--- src/rtl/dot_product_ctrl_p.sv ---
`default_nettype none
// ============================================================================
// Module      : dot_product_ctrl_p
// Description : Loads vectors A/B element-wise, then runs one MAC per clock to
//               form their dot product. Width, depth and signedness are set by
//               parameters. Vectors are kept after a compute so it can be rerun.
// Revision    : 1.0  initial release
// ============================================================================
module dot_product_ctrl_p #(
  parameter int ELEM_W = 8,
  parameter int DEPTH  = 8,
  parameter int ACC_W  = 20,
  parameter int SIGNED = 0
) (
  input  logic              clk_i,
  input  logic              rst_ni,
  input  logic              wr_en_i,
  input  logic              sel_b_i,
  input  logic [ELEM_W-1:0] wr_data_i,
  input  logic              clr_i,
  input  logic              start_i,
  output logic              busy_o,
  output logic [ACC_W-1:0]  result_o,
  output logic              done_o,
  output logic              full_a_o,
  output logic              full_b_o,
  output logic              err_o
);

  localparam int PTR_W  = $clog2(DEPTH + 1);
  localparam int IDX_W  = $clog2(DEPTH);
  localparam int PROD_W = 2 * ELEM_W;

  localparam logic [PTR_W-1:0] PTR_FULL = PTR_W'(DEPTH);
  localparam logic [PTR_W-1:0] LAST_IDX = PTR_W'(DEPTH - 1);

  localparam logic [0:0] S_IDLE = 1'b0;
  localparam logic [0:0] S_MAC  = 1'b1;

  logic [0:0]        state_q,  state_d;
  logic [PTR_W-1:0]  ptr_a_q,  ptr_a_d;
  logic [PTR_W-1:0]  ptr_b_q,  ptr_b_d;
  logic              full_a_q, full_a_d;
  logic              full_b_q, full_b_d;
  logic [PTR_W-1:0]  idx_q,    idx_d;
  logic [ACC_W-1:0]  acc_q,    acc_d;
  logic [ACC_W-1:0]  result_q, result_d;
  logic              done_q,   done_d;
  logic              err_q,    err_d;
  logic              busy_q,   busy_d;

  logic [ELEM_W-1:0] mem_a_q [DEPTH];
  logic [ELEM_W-1:0] mem_b_q [DEPTH];

  logic              w_idle;
  logic              w_start_ok;
  logic              w_start_rej;
  logic              w_wr_a;
  logic              w_wr_b;
  logic              w_last;
  logic [ELEM_W-1:0] w_op_a;
  logic [ELEM_W-1:0] w_op_b;
  logic [PROD_W-1:0] w_a_ext;
  logic [PROD_W-1:0] w_b_ext;
  logic [PROD_W-1:0] w_prod;
  logic              w_prod_sign;
  logic [ACC_W-1:0]  w_prod_ext;
  logic [ACC_W-1:0]  w_sum;

  // CLR outranks every other request, so it gates both start and writes.
  assign w_idle      = (state_q == S_IDLE);
  assign w_start_ok  = w_idle & start_i & full_a_q & full_b_q & ~clr_i;
  assign w_start_rej = w_idle & start_i & ~(full_a_q & full_b_q) & ~clr_i;
  assign w_wr_a      = w_idle & wr_en_i & ~sel_b_i & ~full_a_q & ~clr_i & ~w_start_ok;
  assign w_wr_b      = w_idle & wr_en_i &  sel_b_i & ~full_b_q & ~clr_i & ~w_start_ok;
  assign w_last      = (state_q == S_MAC) & (idx_q == LAST_IDX);

  assign w_op_a = mem_a_q[idx_q[IDX_W-1:0]];
  assign w_op_b = mem_b_q[idx_q[IDX_W-1:0]];

  // Operands are widened first so a plain modular multiply yields the
  // correct two's-complement product in the signed case.
  generate
    if (SIGNED != 0) begin : g_signed
      assign w_a_ext     = {{ELEM_W{w_op_a[ELEM_W-1]}}, w_op_a};
      assign w_b_ext     = {{ELEM_W{w_op_b[ELEM_W-1]}}, w_op_b};
      assign w_prod_sign = w_prod[PROD_W-1];
    end else begin : g_unsigned
      assign w_a_ext     = {{ELEM_W{1'b0}}, w_op_a};
      assign w_b_ext     = {{ELEM_W{1'b0}}, w_op_b};
      assign w_prod_sign = 1'b0;
    end
  endgenerate

  assign w_prod = w_a_ext * w_b_ext;

  generate
    if (ACC_W > PROD_W) begin : g_ext_wide
      assign w_prod_ext = {{(ACC_W - PROD_W){w_prod_sign}}, w_prod};
    end else begin : g_ext_narrow
      assign w_prod_ext = w_prod[ACC_W-1:0];
    end
  endgenerate

  assign w_sum = acc_q + w_prod_ext;

  always_ff @(posedge clk_i or negedge rst_ni) begin
    if (!rst_ni) begin
      state_q <= S_IDLE;
    end else begin
      state_q <= state_d;
    end
  end

  always_comb begin
    state_d = state_q;
    if (clr_i) begin
      state_d = S_IDLE;
    end else begin
      case (state_q)
        S_IDLE:  if (w_start_ok) state_d = S_MAC;
        S_MAC:   if (w_last)     state_d = S_IDLE;
        default: state_d = S_IDLE;
      endcase
    end
  end

  always_comb begin
    busy_d   = (state_d == S_MAC);
    err_d    = w_start_rej;
    done_d   = done_q;
    result_d = result_q;
    if (clr_i) begin
      done_d   = 1'b0;
      result_d = '0;
    end else if (w_start_ok) begin
      done_d   = 1'b0;
    end else if (w_last) begin
      done_d   = 1'b1;
      result_d = w_sum;
    end
  end

  always_comb begin
    ptr_a_d  = ptr_a_q + PTR_W'(w_wr_a);
    ptr_b_d  = ptr_b_q + PTR_W'(w_wr_b);
    idx_d    = idx_q;
    acc_d    = acc_q;
    if (clr_i) begin
      ptr_a_d = '0;
      ptr_b_d = '0;
      idx_d   = '0;
      acc_d   = '0;
    end else if (w_start_ok) begin
      idx_d   = '0;
      acc_d   = '0;
    end else if (state_q == S_MAC) begin
      acc_d   = w_sum;
      idx_d   = w_last ? '0 : idx_q + 1'b1;
    end
    full_a_d = (ptr_a_d == PTR_FULL);
    full_b_d = (ptr_b_d == PTR_FULL);
  end

  always_ff @(posedge clk_i or negedge rst_ni) begin
    if (!rst_ni) begin
      ptr_a_q  <= '0;
      ptr_b_q  <= '0;
      full_a_q <= 1'b0;
      full_b_q <= 1'b0;
      idx_q    <= '0;
      acc_q    <= '0;
      result_q <= '0;
      done_q   <= 1'b0;
      err_q    <= 1'b0;
      busy_q   <= 1'b0;
    end else begin
      ptr_a_q  <= ptr_a_d;
      ptr_b_q  <= ptr_b_d;
      full_a_q <= full_a_d;
      full_b_q <= full_b_d;
      idx_q    <= idx_d;
      acc_q    <= acc_d;
      result_q <= result_d;
      done_q   <= done_d;
      err_q    <= err_d;
      busy_q   <= busy_d;
    end
  end

  // Element storage carries no reset; its contents are only read once full.
  always_ff @(posedge clk_i) begin
    if (w_wr_a) mem_a_q[ptr_a_q[IDX_W-1:0]] <= wr_data_i;
    if (w_wr_b) mem_b_q[ptr_b_q[IDX_W-1:0]] <= wr_data_i;
  end

  assign busy_o   = busy_q;
  assign result_o = result_q;
  assign done_o   = done_q;
  assign full_a_o = full_a_q;
  assign full_b_o = full_b_q;
  assign err_o    = err_q;

endmodule
`default_nettype wire

--- config.mk ---
export PLATFORM = sky130hd
export DESIGN_NAME = dot_product_ctrl_p
export DESIGN_NICKNAME = d
export VERILOG_FILES = /design/src/rtl/dot_product_ctrl_p.sv
export SDC_FILE = /design/constraint.sdc
export NUM_CORES = 1
export LEC_CHECK = 0
export CAP_MARGIN = 10
export CELL_PAD_IN_SITES_DETAIL_PLACEMENT = 0
export CELL_PAD_IN_SITES_GLOBAL_PLACEMENT = 1
export CORE_ASPECT_RATIO = 0.8
export CORE_MARGIN = 2
export CORE_UTILIZATION = 55
export DETAILED_ROUTE_END_ITERATION = 16
export GPL_ROUTABILITY_DRIVEN = 0
export PLACE_DENSITY_LB_ADDON = 0.12
export REMOVE_ABC_BUFFERS = 1
export SYNTH_ARGS = -nofsm -noshare
export SYNTH_HDL_FRONTEND = slang
export SYNTH_SLANG_ARGS = --single-unit
export TNS_END_PERCENT = 10
--- constraint.sdc ---
create_clock -name clk_i -period 13.2 [get_ports clk_i]
set_input_delay 3.3 -clock clk_i [delete_from_list [all_inputs] [get_ports clk_i]]
set_output_delay 3.3 -clock clk_i [all_outputs]
set_load 0.01 [all_outputs]
# After elaboration in Yosys (flattened, before gate mapping)

Memory sizes are Yosys's and may differ from the RTL's.
Index checks and enable logic that the tools add are counted.
W data, S select, Z words.

Input bits: 14
Bits in writable memories: 128
Output and inout bits: 25
Register bits after elaboration: 57
Memories kept: 2
Logic and storage cells: 72

Memories:

| memory  | depth | bits a word | read ports | clocked after memory_dff | wr ports | RTL line | RTL |
|---|---|---|---|---|---|---|---|
| mem_a_q | 8     | 8           | 1          | 0                        | 1        | 52       | `logic [ELEM_W-1:0] mem_a_q [DEPTH];` |
| mem_b_q | 8     | 8           | 1          | 0                        | 1        | 53       | `logic [ELEM_W-1:0] mem_b_q [DEPTH];` |

$add $sub $neg: 4
Reductions and logical operators: 4
Equality and inequality tests: 4
Mux-type cells: 23
Bitwise operators: 24
$mul: 1

Operator list:

| cell                  | count |
|---|---|
| $mux W20              | 6 |
| $mux W4               | 6 |
| $add A20 B16 Y20      | 1 |
| $and A1 B1 Y1         | 17 |
| $mul A8 B8 Y16        | 1 |
| $mux W1               | 10 |
| $add A4 B1 Y4         | 2 |
| $eq A4 B4 Y1 const B  | 2 |
| $not A1 Y1            | 7 |
| $reduce_bool A3 Y1    | 2 |
| $add A4 B1 Y4 const B | 1 |
| $eq A4 B3 Y1 const B  | 1 |
| $ne A2 B2 Y1 const B  | 1 |
| $pmux W1 S2           | 1 |
| $reduce_and A2 Y1     | 1 |
| $reduce_bool A2 Y1    | 1 |

# Longest topological paths before layout

Gate-level depths: netlist of the first run.

Word-level depth: 10
Mapped depth: 22
Gate-level depth less buffers: 20

# Worst setup path after synthesis of the first run

OpenSTA, ideal clock, no wires.

Path kind: flip-flop to flip-flop
Start: register idx_q[0]
End: register result_q[19] (netlist: result_o[19])
Arrival: 5.314 ns
Slack: 7.806 ns
Cell stages (with the launch flop): 22
Required time: 13.120 ns
Path buffers: 2
Setup time: 0.080 ns
Path through: dfrtp_1 > buf_6 > buf_4 > mux4_2 > mux2i_4 > nor2_1 > fa_1 > inv_1 > fa_1 > inv_1 > fa_1 > inv_1 > fa_1 > inv_1 > ha_1 > a21o_1 > a21oi_4 > a21oi_4 > nor3_4 > o31ai_4 > and3_1 > nor3_2

Cells in the longest elaborated chain, start to end: 6

Ends and longest elaborated chain:

| item                             | RTL line | RTL |
|---|---|---|
| start, declared                  | 45       | `logic [PTR_W-1:0] idx_q, idx_d;` |
| start signal, assigned           | 182      | `idx_q <= idx_d;` |
| $mem_v2 Z8 W8 (on tied branches) | --       |  |
| $mul A8 B8 Y16                   | 95       | `assign w_prod = w_a_ext * w_b_ext;` |
| $add A20 B16 Y20                 | 105      | `assign w_sum = acc_q + w_prod_ext;` |
| $mux W20                         | 138      | `end else if (w_last) begin` |
| $mux W20                         | 136      | `end else if (w_start_ok) begin` |
| $mux W20                         | 133      | `if (clr_i) begin` |
| end signal, assigned             | 184      | `result_q <= result_d;` |
| end, declared                    | 47       | `logic [ACC_W-1:0] result_q, result_d;` |

Parallel ways exist; a longest one is shown, timed or not. The select of a mux whose other input is x is not followed.
A chain may end at the register's enable or synchronous reset.

# Worst setup path in the final report of the first run

Start: register idx_q[0]
End: register result_q[11] (netlist: result_o[11])

The elaborated chain is that of the path after synthesis.

==> impl_metrics.csv, run 1 <==
group,metric,value,unit
setup_path,crit_fanout,25,
detailed_routing,wl,20150,um
timing,period_share,0.4708,
clock_tree,numCtsBuffers,17,
power_and_ir_drop,p_comb_frac,0.313,
power_and_ir_drop,leakage,4.539,nW
power_and_ir_drop,internal-power,1.124,mW
global_route,grt_pass1_vias,6231,
timing,rsz0062_at_grt,"false",
timing,final_hold_viol_count,0,
global_route,overflow,0,
power_and_ir_drop,power_density,149.2,nW/um^2
clock_tree,cts.sinks,185,
floorplanning,io_pins,39,
clock_tree,cts_setup_buffers,0,
clock_tree,cts_tree,"built",
detailed_routing,final_antenna_net_count,0,
synth,yosysWarnings,0,
setup_path,worst_setup_path_start_kind,"flip-flop",
final_layout,drive_gt1_frac,0.1365,
timing,finalSetupViolCount,0,
detailed_routing,post-route-drc-count,0,
final_layout,layout.cells.non_filler,1058,
timing,maxSlewViolCount,0,
floorplanning,die_y,125.7,um
setup_path,critical_path_class,"flip-flop to flip-flop",
setup_path,cpLargestDelayFamily,"adder cells",
setup_path,end_kind,"flip-flop",
global_route,grt_pass1_wl,33380,um
floorplanning,start_util,0.5619,
place,pre_cts_ws,6747,ps
detailed_routing,vias,6012,
final_layout,syn_to_final_growth,12.21,%
synth,synth_edf_count,128,
clock_tree,ctsResizeCount,0,
job,drv_cap,0,
synth,syn-cell-area,10180,sq um
setup_path,cp.required,13540,ps
final_layout,num_antenna_cells,0,
synth,yosys_most_used_dff,"edfxtp_1",
hold_path,hp-class,"flip-flop to flip-flop",
status,status,"completed",
timing,maxSlewHeadroom,0.2360,
timing,fin_skew,15.31,ps
power_and_ir_drop,power.share.clock,0.308,
global_route,grt_max_degree,58,
synth,ys_types,65,
timing,worst_pin_slew,1137,ps
synth,async_reset_ff_frac,0.3081,
clock_tree,cts.clk_slew.worst_paths,80,ps
setup_path,crit_chain,"buf_4 -> mux4_2 -> mux2i_4 -> nor2_1 -> fa_1 -> inv_1 -> fa_1 -> inv_1 -> fa_1 -> inv_1 -> fa_1 -> inv_1 -> ha_1 -> a21o_1 -> a21oi_4 -> a21boi_1 -> o21ai_1 -> nor3b_2 -> o31ai_1 -> and2_1",
power_and_ir_drop,p_seq_frac,0.379,
setup_path,critPathBufInv,5,
power_and_ir_drop,power,1.704,mW
final_layout,nets,925,
setup_path,cpPeakStageDelay,590,ps
timing,finalCriticalPeriod,6214,ps
place,io_buffers,38,
timing,fin_tns_setup,0,ps
power_and_ir_drop,swShare,0.3403,
setup_path,cp_slowest_cell,"mux4_2",
floorplanning,die_x,156.1,um
synth,synth-seq-cells,185,
power_and_ir_drop,p_switching,0.5798,mW
global_route,gr-usage-all-layers,0.2268,
detailed_routing,first_pass_iters,5,
floorplanning,rows,44,
clock_tree,clock_latency,440,ps
timing,fin_hold_ws,518.3,ps
synth,yosysSeqAreaShare,0.5178,
detailed_routing,drt_iter0_markers,473,
synth,syn_avg_cell_area,13.22,sq um
timing,fmax,0.1609,GHz
final_layout,nFillCells,1332,
detailed_routing,wl_per_cell,19.05,um
synth,netlist_instances,770,
power_and_ir_drop,vdd_drop_max,0.08648,mV
clock_tree,clk_path_buf_depth,2,
floorplanning,dieArea,19620,sq um
setup_path,crit_arrival,6550,ps
global_route,antenna_found_initial,0,
place,hpwl,14350,um
floorplanning,core,18110,sq um
clock_tree,htreeDepth,4,
timing,setup_slack,6986,ps
place,dpl.cell_count,1025,
clock_tree,cts_root_buffer,"clkbuf_16",
clock_tree,ctsHoldBuffers,0,
detailed_routing,post_drt_via_cell_ratio,5.682,
==> metal layers <==
layer  routed length [um]  GRT usage  part of all wire
met2                 9551     0.3563              0.47
met1                 9606     0.3384              0.48
met4                  150    0.05451            0.0074
met3                  844    0.03682             0.042
met5                    0          0                 0
==> cell usage after synthesis (2+ instances only) <==
cell type	instances	area share
fa_1	50	0.098
a21boi_1	2	0.0015
nor2b_1	7	0.0043
or3_1	2	0.0012
buf_6	3	0.0033
o31ai_1	2	0.0015
o22ai_1	2	0.0012
mux2_2	3	0.0033
a22o_1	7	0.0060
a211oi_1	2	0.0015
buf_2	6	0.0030
xnor2_1	7	0.0060
buf_4	3	0.0022
o21ai_0	20	0.0098
a31oi_1	2	0.0012
nand4_1	2	0.0012
clkbuf_1	6	0.0022
nand3b_1	2	0.0015
and2_1	2	0.0012
a21oi_1	23	0.011
nor3_1	13	0.0064
nand2b_1	21	0.013
o21a_1	4	0.0030
nand2_1	54	0.020
and3_1	2	0.0012
o21ai_1	3	0.0015
mux4_2	32	0.071
edfxtp_1	128	0.38
or2_1	9	0.0055
dfrtp_1	57	0.14
nor4b_1	2	0.0017
inv_1	103	0.038
a21o_1	5	0.0037
buf_1	2	0.00074
or2_2	2	0.0012
ha_1	46	0.057
a21oi_4	2	0.0032
nand3_1	7	0.0034
mux2i_4	13	0.029
xor2_1	7	0.0060
nor3_2	2	0.0020
nor2_1	80	0.030
==> flip-flops by register name, indices dropped and copies added, names as in the netlist <==
register	flops
mem_a_q	64
err_o	1
full_a_o	1
busy_o	1
done_o	1
ptr_b_q	4
result_o	20
idx_q	4
ptr_a_q	4
full_b_o	1
acc_q	20
mem_b_q	64
==> power by group through the flow <==
stage	Clock (mW)	Sequential, mW	Combinational (mW)
after floorplan	0	0.656	0.409
after global placement	0	0.658	0.522
after detailed placement	0	0.658	0.530
after CTS	0.534	0.646	0.535
after global routing	0.557	0.647	0.609
final	0.525	0.646	0.533
==> cell usage in the layout, fill, tap and decap left out, drive strengths merged, types with 8 or more instances in the layout <==
master and count:
edfxtp 128, inv 110, nor2 80, dfrtp 57
nand2 54, fa 50, ha 46, clkdlybuf4s50 37
mux4 32, a21oi 26, o21ai 23, nand2b 21
clkbuf 17, nor3 16, mux2i 14, or2 11
buf 10, nor2b 8
==> tightest hold or removal path, stage by stage (launching register included) <==
cell	delay, ps
dfrtp_1	370
nand2_1	60
o31ai_1	60
==> final timing paths <==
kind | from | slack (ps) | cells after the start | endpoint
setup / recovery | idx_q[0] | 6990 | 20 | result_o[11]
hold / removal | acc_q[11] | 520 | 2 | acc_q[11]
setup reg to reg | idx_q[0] | 6990 | 20 | result_o[11]
hold reg to reg | acc_q[11] | 520 | 2 | acc_q[11]
max in group asynchronous | rst_ni | 9610 | 2 | idx_q[0]
min in group asynchronous | rst_ni | 3010 | 2 | result_o[1]
==> final cells by class <==
cell class	instances	area (sq um)	area share
clock buffer	17	425.4	0.03725
clock inverter	15	201.4	0.01764
inverter	104	390.4	0.03418
multi-input combinational	460	4402	0.3854
sequential	185	5273	0.4617
tap	230	287.8	0.02520
timing repair buffer	47	440.4	0.03857
==> cell families (layout without fill, tap and decap cells) <==
kind of cell | Yosys count | count (layout) | share of synthesized area
fa+ha+maj | 96 | 96 | 0.1549
flops | 185 | 185 | 0.5178
xor+xnor | 14 | 14 | 0.01205
compound gates | 86 | 86 | 0.05926
buf+inv | 125 | 183 | 0.05028
simple gates | 215 | 215 | 0.1014
mux | 49 | 49 | 0.1043
==> metrics by stage <==
stage	cell area, sq um	util
after global routing	11420	0.6305
after floorplan	10060	-
after CTS	11410	0.6302
after global placement	10790	0.5956
after detailed placement	10790	0.5956
final	11420	0.6305
Note: power is estimated with default switching activity, not from simulation.
==> run 2, diff against run 1 <==
--- a/config.mk
+++ b/config.mk
@@ -10,7 +10,7 @@
 export CELL_PAD_IN_SITES_GLOBAL_PLACEMENT = 1
 export CORE_ASPECT_RATIO = 0.8
 export CORE_MARGIN = 2
-export CORE_UTILIZATION = 55
+export CORE_UTILIZATION = 46
 export DETAILED_ROUTE_END_ITERATION = 16
 export GPL_ROUTABILITY_DRIVEN = 0
 export PLACE_DENSITY_LB_ADDON = 0.12
==> constraint.sdc (replaced) <==
create_clock -name clk_i -period 5.7 [get_ports clk_i]
set_input_delay 1.425 -clock clk_i [delete_from_list [all_inputs] [get_ports clk_i]]
set_output_delay 1.425 -clock clk_i [all_outputs]
set_load 0.01 [all_outputs]
==> run 2 against run 1 <==
Effect of this change: cell count is 6.8% higher; sequential share of layout area is 1.4 points lower; utilization is 8.6 points lower; combinational power is 150% higher; cell area is 3.1% higher; critical path depth stayed put; non-clock buffer count is 26 higher; clock-buffer cell count is 1 higher; clock skew is 5.5 ps higher.
==> impl_metrics.csv, run 2 (synthesized netlist as in run 1, its figures left out) <==
group,metric,value,unit
final_layout,fin_area,11780,sq um
timing,maxSlewHeadroom,0.3243,
setup_path,r2r_slack,290,ps
setup_path,crit_fanout,18,
setup_path,cp-endpoint,"result_o[19]",
timing,fin_tns_setup,0,ps
job,drv_cap,0,
final_layout,drive_gt1_frac,0.1674,
detailed_routing,post_drt_via_cell_ratio,5.373,
power_and_ir_drop,leakage,4.685,nW
final_layout,nets,951,
setup_path,cp.required,6030,ps
power_and_ir_drop,power_density,342.4,nW/um^2
setup_path,rr_endpoint,"result_o[19]",
global_route,gr-usage-all-layers,0.2010,
timing,fin_skew,20.78,ps
final_layout,final_cell_mix,"edfxtp_1 (128), inv_1 (103), nor2_1 (80)",
global_route,overflow,0,
floorplanning,die_y,137.0,um
detailed_routing,drt_iter0_markers,418,
clock_tree,cts.sinks,185,
final_layout,final_util,0.5447,
clock_tree,cts.clk_slew.worst_paths,80,ps
detailed_routing,wl_per_cell,18.91,um
timing,finalSetupViolCount,0,
timing,fmax,0.1848,GHz
floorplanning,die_x,170.3,um
setup_path,critical_path_class,"flip-flop to flip-flop",
timing,setup_slack,289.7,ps
global_route,grt_pass1_vias,6374,
place,hpwl,15990,um
timing,maxSlewViolCount,0,
timing,finalCriticalPeriod,5410,ps
clock_tree,cts_root_buffer,"clkbuf_16",
timing,final_hold_viol_count,0,
floorplanning,core,21620,sq um
clock_tree,cts_tree,"built",
setup_path,worstReg2RegStart,"idx_q[0]",
global_route,grt_max_degree,46,
hold_path,hp-class,"flip-flop to flip-flop",
status,status,"completed",
timing,rsz0062_at_grt,"true",
timing,worst_pin_slew,1010,ps
floorplanning,rows,48,
power_and_ir_drop,vdd_drop_max,0.1869,mV
floorplanning,dieArea,23340,sq um
global_route,antenna_found_initial,0,
final_layout,layout_commonest_cell,"edfxtp_1",
place,pre_cts_ws,156.3,ps
floorplanning,start_util,0.4707,
detailed_routing,wl,21370,um
detailed_routing,vias,6071,
detailed_routing,first_pass_iters,5,
timing,period_share,0.9492,
place,io_buffers,38,
setup_path,crit_arrival,5740,ps
clock_tree,numCtsBuffers,17,
place,placed_area,11060,sq um
clock_tree,htreeDepth,4,
global_route,grt_pass1_wl,34920,um
floorplanning,io_pins,39,
final_layout,syn_to_final_growth,15.71,%
setup_path,worst_setup_path_start_kind,"flip-flop",
final_layout,nFillCells,1827,
clock_tree,clock_latency,440,ps
detailed_routing,final_antenna_net_count,0,
setup_path,reg2reg_depth,20,
clock_tree,clk_path_buf_depth,2,
setup_path,end_kind,"flip-flop",
detailed_routing,post-route-drc-count,0,
setup_path,crit_start,"idx_q[0]",
## run 2: final cells by class
type	count	area (sq um)	area share
clock buffer	18	429.2	0.03644
inverter	104	390.4	0.03315
clock inverter	14	182.7	0.01551
sequential	185	5273	0.4477
antenna	1	2.502	0.0002125
timing repair buffer	73	713.2	0.06056
multi-input combinational	460	4442	0.3772
tap	275	344.1	0.02922
## run 2: per-layer routing
layer,vias up,share of wire,global-route usage,wire length [um]
met3,11,0.038,0.03962,815
met5,-,0,0,0
met4,0,0.0058,0.04036,125
met2,120,0.46,0.3071,9728
met1,3130,0.50,0.3016,10700
li1,2810,-,-,-
## run 2: critical path, cell delays in order (launching register included)
cell	delay, ps
dfrtp_2	410
buf_12	190
buf_4	140
mux4_2	510
mux2i_4	230
buf_4	180
nor2_1	60
fa_1	490
fa_1	490
inv_1	50
fa_1	440
fa_1	490
inv_1	40
ha_2	380
and2_2	180
nand4_1	140
a21oi_4	220
nor3_4	90
o31ai_4	310
and3_1	220
nor3_2	50
## run 2: what timing repair did
action | in CTS | in global routing
endpoints found under the hold margin | 0 | 0
buffers inserted | 0 | 6
resized for setup | 0 | 8
hold buffers | 0 | 0
setup endpoints to repair | 0 | 13
## run 2: how the worst min path moves through the flow
stage	from	to	slack, ps	depth (start not counted)
5_1_grt	result_o[4]	result_o[4]	540	2
2_1_floorplan	acc_q[11]	acc_q[11]	460	2
3_3_place_gp	acc_q[17]	acc_q[17]	480	2
3_5_place_dp	done_o	done_o	490	2
4_1_cts	result_o[5]	result_o[5]	520	2
6_report	result_o[5]	result_o[5]	510	2
## run 2: metrics by stage
step / hold WS [ps] / power (mW) / std cells
2_1_floorplan: 455.1 / 2.467 / 749
3_3_place_gp: 482.7 / 2.772 / 1091
3_5_place_dp: 486.6 / 2.781 / 1091
4_1_cts: 518.5 / 4.014 / 1123
5_1_grt: 536.0 / 4.308 / 1129
6_report: 510.3 / 4.033 / 1130
## run 2: report_power, final
part | total, mW | internal, mW | switching, mW | leakage, nW
Sequential | 1.49 | 1.48 | 0.0166 | 1.93
Combinational | 1.31 | 0.531 | 0.775 | 2.45
Clock | 1.23 | 0.669 | 0.562 | 0.297
Total | 4.03 | 2.68 | 1.35 | 4.68
==> run 3, diff against run 2 <==
--- a/config.mk
+++ b/config.mk
@@ -9,10 +9,10 @@
 export CELL_PAD_IN_SITES_DETAIL_PLACEMENT = 0
 export CELL_PAD_IN_SITES_GLOBAL_PLACEMENT = 1
 export CORE_ASPECT_RATIO = 0.8
-export CORE_MARGIN = 2
 export CORE_UTILIZATION = 46
 export DETAILED_ROUTE_END_ITERATION = 16
 export GPL_ROUTABILITY_DRIVEN = 0
+export GPL_TIMING_DRIVEN = 0
 export PLACE_DENSITY_LB_ADDON = 0.12
 export REMOVE_ABC_BUFFERS = 1
 export SYNTH_ARGS = -nofsm -noshare
==> run 3 against run 2 <==
Effect of this change: sequential share of layout area is 0.62 points lower; sequential power hardly changed; combinational power is 14% higher; clock-buffer cell count is 3 higher; sequential cell count stayed put; first-iteration DRC count is 22% lower; non-clock buffer count is 4 higher; wire length is 0.12% higher; via count is 0.97% higher; die area is 2.6% lower; clock power is 7% lower; cell area is 1.5% higher.
==> impl_metrics.csv, run 3 (synthesized netlist as in run 1, its figures left out) <==
group,metric,value,unit
place,hpwl,15050,um
timing,maxSlewHeadroom,0.1465,
setup_path,cp_slowest_cell,"fa_1",
timing,fin_tns_setup,0,ps
power_and_ir_drop,internal-power,2.717,mW
power_and_ir_drop,power,4.135,mW
timing,worst_pin_slew,1276,ps
setup_path,critical_path_class,"flip-flop to flip-flop",
hold_path,hp-class,"flip-flop to flip-flop",
clock_tree,clk_path_buf_depth,2,
clock_tree,cts_tree,"built",
power_and_ir_drop,swShare,0.3428,
timing,setup_slack,124.9,ps
setup_path,worst_setup_path_start_kind,"flip-flop",
final_layout,final_util,0.5530,
setup_path,cp.required,6050,ps
clock_tree,ctsHoldBuffers,0,
status,status,"completed",
floorplanning,rows,48,
setup_path,critPathBufInv,6,
job,drv_cap,0,
timing,maxSlewViolCount,0,
global_route,overflow,0,
setup_path,crit_arrival,5920,ps
setup_path,cpLargestDelayFamily,"adder cells",
setup_path,crit_fanout,8,
timing,fin_skew,17.58,ps
timing,final_hold_viol_count,0,
timing,fin_hold_ws,510.9,ps
clock_tree,cts.clk_slew.worst_paths,80,ps
floorplanning,die_y,135.0,um
place,io_buffers,38,
setup_path,crit_top_cell,"fa_1",
detailed_routing,first_pass_iters,4,
final_layout,syn_to_final_growth,17.48,%
power_and_ir_drop,p_seq_frac,0.361,
global_route,grt_pass1_wl,33510,um
clock_tree,cts.sinks,185,
clock_tree,htreeDepth,4,
floorplanning,io_pins,39,
power_and_ir_drop,power.share.clock,0.279,
power_and_ir_drop,p_comb_frac,0.360,
final_layout,nFillCells,1795,
timing,period_share,0.9781,
hold_path,min_from,"done_o",
clock_tree,clock_latency,440,ps
final_layout,nets,955,
floorplanning,dieArea,22730,sq um
place,pre_cts_ws,-430.1,ps
global_route,grt_pass1_vias,6161,
final_layout,drive_gt1_frac,0.1958,
setup_path,cpPeakStageDelay,530,ps
detailed_routing,final_antenna_net_count,0,
clock_tree,numCtsBuffers,17,
global_route,antenna_found_initial,1,
final_layout,final_cell_mix,"edfxtp_1 (128), inv_1 (103), nor2_1 (78)",
floorplanning,core,21620,sq um
power_and_ir_drop,leakage,4.715,nW
final_layout,layout_commonest_cell,"edfxtp_1",
final_layout,num_antenna_cells,0,
timing,finalCriticalPeriod,5575,ps
timing,finalSetupViolCount,0,
clock_tree,cts_root_buffer,"clkbuf_16",
floorplanning,die_x,168.3,um
detailed_routing,wl,21400,um
detailed_routing,drt_iter0_markers,325,
detailed_routing,wl_per_cell,18.89,um
detailed_routing,vias,6130,
global_route,grt_max_degree,36,
power_and_ir_drop,power_density,345.8,nW/um^2
timing,rsz0062_at_grt,"true",
final_layout,layout.cells.non_filler,1133,
detailed_routing,post-route-drc-count,0,
power_and_ir_drop,vdd_drop_max,0.2101,mV
place,placed_area,10880,sq um
floorplanning,start_util,0.4707,
final_layout,fin_area,11960,sq um
setup_path,end_kind,"flip-flop",
timing,fmax,0.1794,GHz
setup_path,crit_start,"idx_q[0]",
place,dpl.cell_count,1070,
global_route,gr-usage-all-layers,0.1986,
detailed_routing,post_drt_via_cell_ratio,5.410,
power_and_ir_drop,p_switching,1.417,mW
setup_path,worstReg2RegStart,"idx_q[0]",
setup_path,crit_chain,"buf_4 -> buf_12 -> buf_6 -> mux4_2 -> mux2i_4 -> or2_1 -> fa_1 -> fa_1 -> inv_1 -> fa_1 -> inv_1 -> fa_1 -> inv_1 -> ha_4 -> a21o_1 -> a21oi_4 -> a21oi_4 -> o41ai_2 -> xnor2_1 -> nor2_1 -> nor3_2",
==> run 3: what timing repair did <==
action,CTS,global route
gates cloned,0,2
resized for setup,4,45
pin swaps,0,16
hold endpoints to repair,0,0
buffers inserted,16,13
endpoints found under the setup margin,23,19
==> run 3: path summary, 6_finish.rpt <==
kind,slack [ps],to,cells after the start
setup / recovery,120,result_o[15],21
hold / removal,510,done_o,2
setup reg to reg,120,result_o[15],21
hold reg to reg,510,done_o,2
max in group asynchronous,4050,full_a_o,2
min in group asynchronous,1020,acc_q[3],1
==> run 3: worst reg2reg max path, stage by stage (launching register included) <==
cell and delay [ps]:
dfrtp_4 520, buf_4 160, buf_12 140, buf_6 130
mux4_2 440, mux2i_4 280, or2_1 170, fa_1 450
fa_1 500, inv_1 60, fa_1 530, inv_1 50
fa_1 530, inv_1 60, ha_4 250, a21o_1 210
a21oi_4 200, a21oi_4 110, o41ai_2 260, xnor2_1 220
nor2_1 90, nor3_2 150
==> run 3: layout make-up <==
class,count,area (sq um),area share
clock buffer,21,471.7,0.03945
clock inverter,11,102.6,0.008581
inverter,104,390.4,0.03265
multi-input combinational,460,4603,0.3850
sequential,185,5279,0.4415
tap,275,344.1,0.02878
timing repair buffer,77,765.7,0.06404
==> run 3: power groups by stage <==
stage          registers (mW)  logic, mW  clock network (mW)
2_1_floorplan            1.52      0.948                   0
6_report                 1.49       1.49                1.15
3_3_place_gp             1.52       1.21                   0
4_1_cts                  1.49       1.25                1.18
3_5_place_dp             1.52       1.23                   0
5_1_grt                  1.50       1.67                1.23
==> run 3: layer usage <==
metal,track usage,wire (um),part of all wire
met3,0.04191,949,0.044
met5,0,13,0.00061
met2,0.2974,9757,0.46
met1,0.2970,10490,0.49
met4,0.04747,183,0.0086
